$ cat src/rtl/bin_to_gray_counter.sv
// Binary counter with a registered Gray-code output and a one-cycle wrap pulse.
// Define GRAY_COUNTER_DOWN_EN to add the 'dir' port for down counting.
module bin_to_gray_counter #(
  parameter int unsigned DATA_WIDTH = 16
) (
  input  logic                  clk,
  input  logic                  resetn,
  input  logic                  inc,
  input  logic                  load,
`ifdef GRAY_COUNTER_DOWN_EN
  input  logic                  dir,
`endif
  input  logic [DATA_WIDTH-1:0] load_bin,
  output logic [DATA_WIDTH-1:0] bin,
  output logic [DATA_WIDTH-1:0] gray,
  output logic                  wrap
);

  localparam logic [DATA_WIDTH-1:0] ALL_ONES = {DATA_WIDTH{1'b1}};
  localparam logic [DATA_WIDTH-1:0] ZERO     = {DATA_WIDTH{1'b0}};
  localparam logic [DATA_WIDTH-1:0] ONE      = {{(DATA_WIDTH-1){1'b0}}, 1'b1};

  if (DATA_WIDTH < 2 || DATA_WIDTH > 32) begin : g_width_check
    $error("bin_to_gray_counter: DATA_WIDTH must be in 2..32");
  end

  logic [DATA_WIDTH-1:0] cnt_q, cnt_d;
  logic [DATA_WIDTH-1:0] gray_q, gray_d;
  logic                  wrap_q, wrap_d;

  always_comb begin
    cnt_d  = cnt_q;
    wrap_d = 1'b0;
    if (load) begin
      cnt_d = load_bin;
    end else if (inc) begin
`ifdef GRAY_COUNTER_DOWN_EN
      if (dir) begin
        cnt_d  = cnt_q - ONE;
        wrap_d = (cnt_q == ZERO);
      end else begin
        cnt_d  = cnt_q + ONE;
        wrap_d = (cnt_q == ALL_ONES);
      end
`else
      cnt_d  = cnt_q + ONE;
      wrap_d = (cnt_q == ALL_ONES);
`endif
    end
  end

  // Gray is encoded from the next count so the output comes straight off a flop.
  assign gray_d = cnt_d ^ (cnt_d >> 1);

  always_ff @(posedge clk or negedge resetn) begin
    if (!resetn) begin
      cnt_q  <= ZERO;
      gray_q <= ZERO;
      wrap_q <= 1'b0;
    end else begin
      cnt_q  <= cnt_d;
      gray_q <= gray_d;
      wrap_q <= wrap_d;
    end
  end

  assign bin  = cnt_q;
  assign gray = gray_q;
  assign wrap = wrap_q;

endmodule

$ cat config.mk
export PLATFORM = sky130hd
export DESIGN_NAME = bin_to_gray_counter
export DESIGN_NICKNAME = d
export VERILOG_FILES = /design/src/rtl/bin_to_gray_counter.sv
export SDC_FILE = /design/constraint.sdc
export NUM_CORES = 1
export LEC_CHECK = 0
export CORE_MARGIN = 4
export CORE_UTILIZATION = 41
export DETAILED_ROUTE_END_ITERATION = 7
export GPL_ROUTABILITY_DRIVEN = 0
export GPL_TIMING_DRIVEN = 0
export PLACE_DENSITY = 0.71
export SYNTH_ARGS = -nofsm -noshare
export SYNTH_HDL_FRONTEND = slang
export SYNTH_SLANG_ARGS = --single-unit
$ cat constraint.sdc
create_clock -name clk -period 2.3 [get_ports clk]
set_clock_uncertainty 0.05 [all_clocks]
set_input_delay 0.23 -clock clk [delete_from_list [all_inputs] [get_ports clk]]
set_output_delay 0.23 -clock clk [all_outputs]
set_load 0.01 [all_outputs]
* Word-level counts from Yosys, hierarchy flattened
Index checks and enable logic that the tools add are counted.
** Word-level totals
- Bits in registers :: 33
- Bits of input ports :: 20
- Output and inout bits :: 33
- Logic and storage cells :: 10
** Cells by class
- Add/subtract/negate cells :: 1
- Equality and inequality tests :: 1
- Muxes and demuxes :: 4
- Bitwise logic cells :: 1
** Operators by type and width (count)
- $mux 16 :: 2
- $add 16x1->16 const B :: 1
- $eq 16x16->1 const B :: 1
- $xor 16x15->16 :: 1
- $mux 1 :: 2

* Logic depth before layout (Yosys ltp)
- Depth after elaboration :: 4
- Gate-level depth with buffers :: 6
- Gate-level depth less buffers :: 6

* Worst setup path before layout
Ideal clock, no wire load.
- Kind :: register to register
- Start point :: reg cnt_q[0] (netlist: bin[0])
- End point :: reg gray_q[14] (netlist: gray[14])
- Library setup time :: 126 ps
- Data arrival time :: 1741 ps
- Data required time :: 2124 ps
- Slack :: 383 ps
- Cell stages (with the launch flop) :: 7
- Path buffers :: 0
- Period minus slack after synthesis :: 1917 ps
- Path through :: dfrtp_1 ha_1 nand4_4 nor4_4 xor2_2 xnor2_1 o311a_1
** Between the ends
- Longest elaborated chain between the ends :: 4
** RTL lines
- start, declared :: RTL line 27 : logic [DATA_WIDTH-1:0] cnt_q, cnt_d;
- start signal, assigned :: RTL line 61 : cnt_q <= cnt_d;
- $add 16x1->16 :: RTL line 46 : cnt_d = cnt_q + ONE;
- $mux 16 :: RTL line 36 : end else if (inc) begin
- $mux 16 :: RTL line 34 : if (load) begin
- $xor 16x15->16 :: RTL line 53 : assign gray_d = cnt_d ^ (cnt_d >> 1);
- net gray_d[14] :: RTL line 28 : logic [DATA_WIDTH-1:0] gray_q, gray_d;
- end signal, assigned :: RTL line 62 : gray_q <= gray_d;
- end, declared :: RTL line 28
The timed path passes the listed nets, and every way through them passes these cells.

* Final worst setup path
- Start point :: in inc
- End point :: reg gray_q[12] (netlist: gray[12])
** Between the ends
- Longest elaborated chain between the ends :: 3
** RTL lines
- start, declared :: RTL line 8 : input logic inc,
- $mux 16 :: RTL line 36
- $mux 16 :: RTL line 34
- net cnt_d[13] :: RTL line 27
- $xor 16x15->16 :: RTL line 53
- net gray_d[12] :: RTL line 28
The timed path passes the listed nets, and every way through them passes these cells.

==> summary.txt <==
Floorplan
  • Num ports: 53
  • Initial core utilization: 0.4346
  • FP Rows: 22
  • Chip height: 71.23 µm
  • Die Width: 71.23 µm
  • Die area: ~5100 µm²
  • Core Region: approximately 3800 µm²

Final layout
  • Final non-filler cell total: roughly 270
  • Ant diodes: 0
  • Nets: approximately 240
  • Area Growth Syn to Fin: 41.22%
  • Most frequent cells in the layout: clkdlybuf4s50_1 (51), dfrtp_1 (32), nand2_1 (22)
  • Commonest non-fill, non-tap cell in the layout: clkdlybuf4s50_1
  • Fraction of layout cells with a size suffix above 1: 0.1009

Route
  • WL final: approximately 4 mm
  • Post-route DRC violation count: 0
  • First drt pass iteration count: 4
  • Via count: roughly 1300
  • Metal-1 WL: between 1.5 and 2 mm
  • Top Metal Used: met4
  • WL per Instance: 14.61 µm
  • Final ANT Viol Nets: 0
  • Metal2 WL: 1.879 mm
  • Met3 routed wirelength: between 300 and 400 µm
  • Routed vias/inst: 5.023
  • Initial DRC Count: roughly 50

Yosys
  • Main area contributors after synthesis: dfrtp_1 (49%), xnor2_1 (9.1%), xor2_1 (6.4%)
  • FF+latch count, synth: 32
  • Post-Syn Instances: approximately 160
  • Synth area leader: dfrtp_1
  • Mux share of post-synthesis cell area: 0.02519
  • Warnings from Yosys: 0
  • Netlist cell types: 36
  • Register area share after synthesis: 0.4885
  • Post-Synth XOR/XNOR Area: 0.1649
  • Largest family of logic cells by synthesized area: simple AND/OR/NAND/NOR gates
  • Top cell type's share of synthesized area: 0.4885
  • Most used DFF post-synth: dfrtp_1
  • Adder-cell share of the synthesized area: 0.007634
  • Synth Area in Simple Gates: 0.1802
  • Synth Area in Compound Gates: 0.09084
  • Synth Cell Area: approximately 1600 µm²
  • Post-synth EDFFs: 0
  • Avg Cell Area, Syn: roughly 10 µm²
  • Syn nets: between 150 and 200
  • Async SR Flop Fraction: 1.000

Setup path
  • Crit path required time: about 2.4 ns
  • Slowest stage delay, CP: approximately 0.65 ns
  • Critical path depth: 6
  • Worst Reg-to-Reg Cells: 6
  • Crit end category: flop
  • Slowest cell on the critical path: clkdlybuf4s50_1
  • Critical path buffers and inverters: 1
  • Critical R2R Launch: bin[0]$_DFF_PN0_
  • Crit-path cells: clkdlybuf4s50_1, nand4_1, nor4_1, mux2i_1, nand2_1, xor2_1
  • CP Launch Type: input port
  • Worst Path Arrival: approximately 2.2 ns
  • RR Endpoint: gray[14]$_DFF_PN0_
  • Worst Setup Path Type: in -> reg
  • Crit Path Max Fanout: 6
  • Reg2reg setup slack: between 0.2 and 0.25 ns
  • Top delay family on crit path: simple AND/OR/NAND/NOR gates
  • Crit. Startpoint: inc
  • Worst Setup EP: gray[12]$_DFF_PN0_

GRT
  • Largest net degree at the start of global routing: 33
  • First-pass GRT wire length: ~6.7 mm
  • Number of global-route vias before repair: around 1400
  • GRT Total Usage: 0.1674
  • Initial antenna violation count: 0
  • Grt total ovfl: 0

Placement
  • Post-placement cell count: around 260
  • Worst slack at placement: -0.06495 ns
  • DP Wirelength: between 2 and 3 mm
  • Port Buffers: 52

CTS
  • Root Buffer: clkbuf_8
  • Setup bufs post-CTS: 0
  • Cts repair resizes: 0
  • Reg clk slew, reported paths: 0.06 ns
  • H-tree depth: 2
  • Number of CTS-inserted buffers: 5
  • CTS tree: done
  • CTS sink cnt: 32
  • Clock Latency Late Sink: approximately 0.28 ns
  • Longest Clk Path Bufs: 2

STA
  • Final min period: roughly 2.1 ns
  • Hold slack: between 0.4 and 0.5 ns
  • Fin. max-slew vios: 0
  • Slew headroom: 0.5245
  • Fin Setup TNS: 0 ns
  • Worst Max-Slew Pin Slew: just over 0.7 ns
  • Endpoints failing hold: 0
  • Setup WS post-layout: 0.1732 ns
  • Period utilization: 0.9247
  • Final setup violation count: 0
  • Unrepaired setup endpoints after global routing: no
  • FMAX: 470.2 MHz

Outcome
  • Status: completed

Power
  • Total chip power: 1.579 mW
  • Peak VDD IR: 0.4236 mV
  • Power Density: 682.1 nW/µm²
  • Static leakage: 0.9512 nW

Hold path
  • Worst hold path type: in -> async

Job
  • Maxcap violations: 0
==> timing repair <==
| action | CTS | global route |
|---|---|---|
| endpoints found under the setup margin | 0 | 0 |
| hold buffers | 1 | 0 |
| hold endpoints to repair | 32 | 0 |
==> worst reg2reg max path: stages (launching register included) <==
cell and delay (ns):
dfrtp_1 0.43, ha_1 0.29, nand4_4 0.20, nor4_4 0.37, xor2_2 0.24, xnor2_1 0.10, o311a_1 0.29
==> Yosys cell counts, drive strengths merged (2+ instances only) <==
cell,count
nand2,22
o21ai,9
nor4,6
nor3,3
o21a,2
mux2i,3
o211ai,2
nand4,4
xnor2,17
a21oi,7
or2,2
clkbuf,3
nand3,4
nor2,6
inv,10
dfrtp,32
xor2,13
buf,3
==> flip-flops by register name, indices dropped and copies added (netlist names) <==
name and cells:
bin 16, wrap 1, gray 15
==> layout make-up <==
type / instances / area [µm²]
clock buffer: 8 / 90.09
buffer: 6 / 32.53
sequential: 32 / 800.8
timing repair buffer: 53 / 525.5
inverter: 10 / 37.54
tap: 48 / 60.06
multi-input combinational: 109 / 768.2
fill: 338 / 1456
==> where the power goes <==
part / internal, mW / switching (mW) / total, mW
Clock: 0.244 / 0.196 / 0.439
Combinational: 0.244 / 0.192 / 0.436
Sequential: 0.641 / 0.0623 / 0.703
==> cells by family after synthesis <==
family          Yosys count
compound gates           24
flops                    32
fa+ha+maj                 1
simple gates             50
xor+xnor                 30
mux                       4
buf+inv                  16
==> through the flow <==
stage,util,cell area [µm²]
final,0.6138,2315
after global routing,0.6138,2315
after CTS,0.6138,2315
after detailed placement,0.5873,2215
after global placement,0.5886,2220
after floorplan,-,1639
==> per-layer routing <==
metal | vias up | GRT usage
met4 | 0 | 0.05010
met5 | - | 0
li1 | 642 | -
met3 | 6 | 0.06452
met1 | 639 | 0.2032
met2 | 49 | 0.2755
==> worst min-delay path by stage <==
stage,slack (ns),to,start,cells past startpoint
detailed placement,0.28,wrap$_DFF_PN0_,resetn,1
CTS,0.50,bin[15]$_DFF_PN0_,bin[15]$_DFF_PN0_,1
global route,0.51,bin[7]$_DFF_PN0_,load_bin[7],3
global placement,0.48,bin[15]$_DFF_PN0_,bin[15]$_DFF_PN0_,1
finish,0.49,wrap$_DFF_PN0_,resetn,2
floorplan,-0.12,bin[0]$_DFF_PN0_,resetn,0
Power figures use the tool's default switching activity.
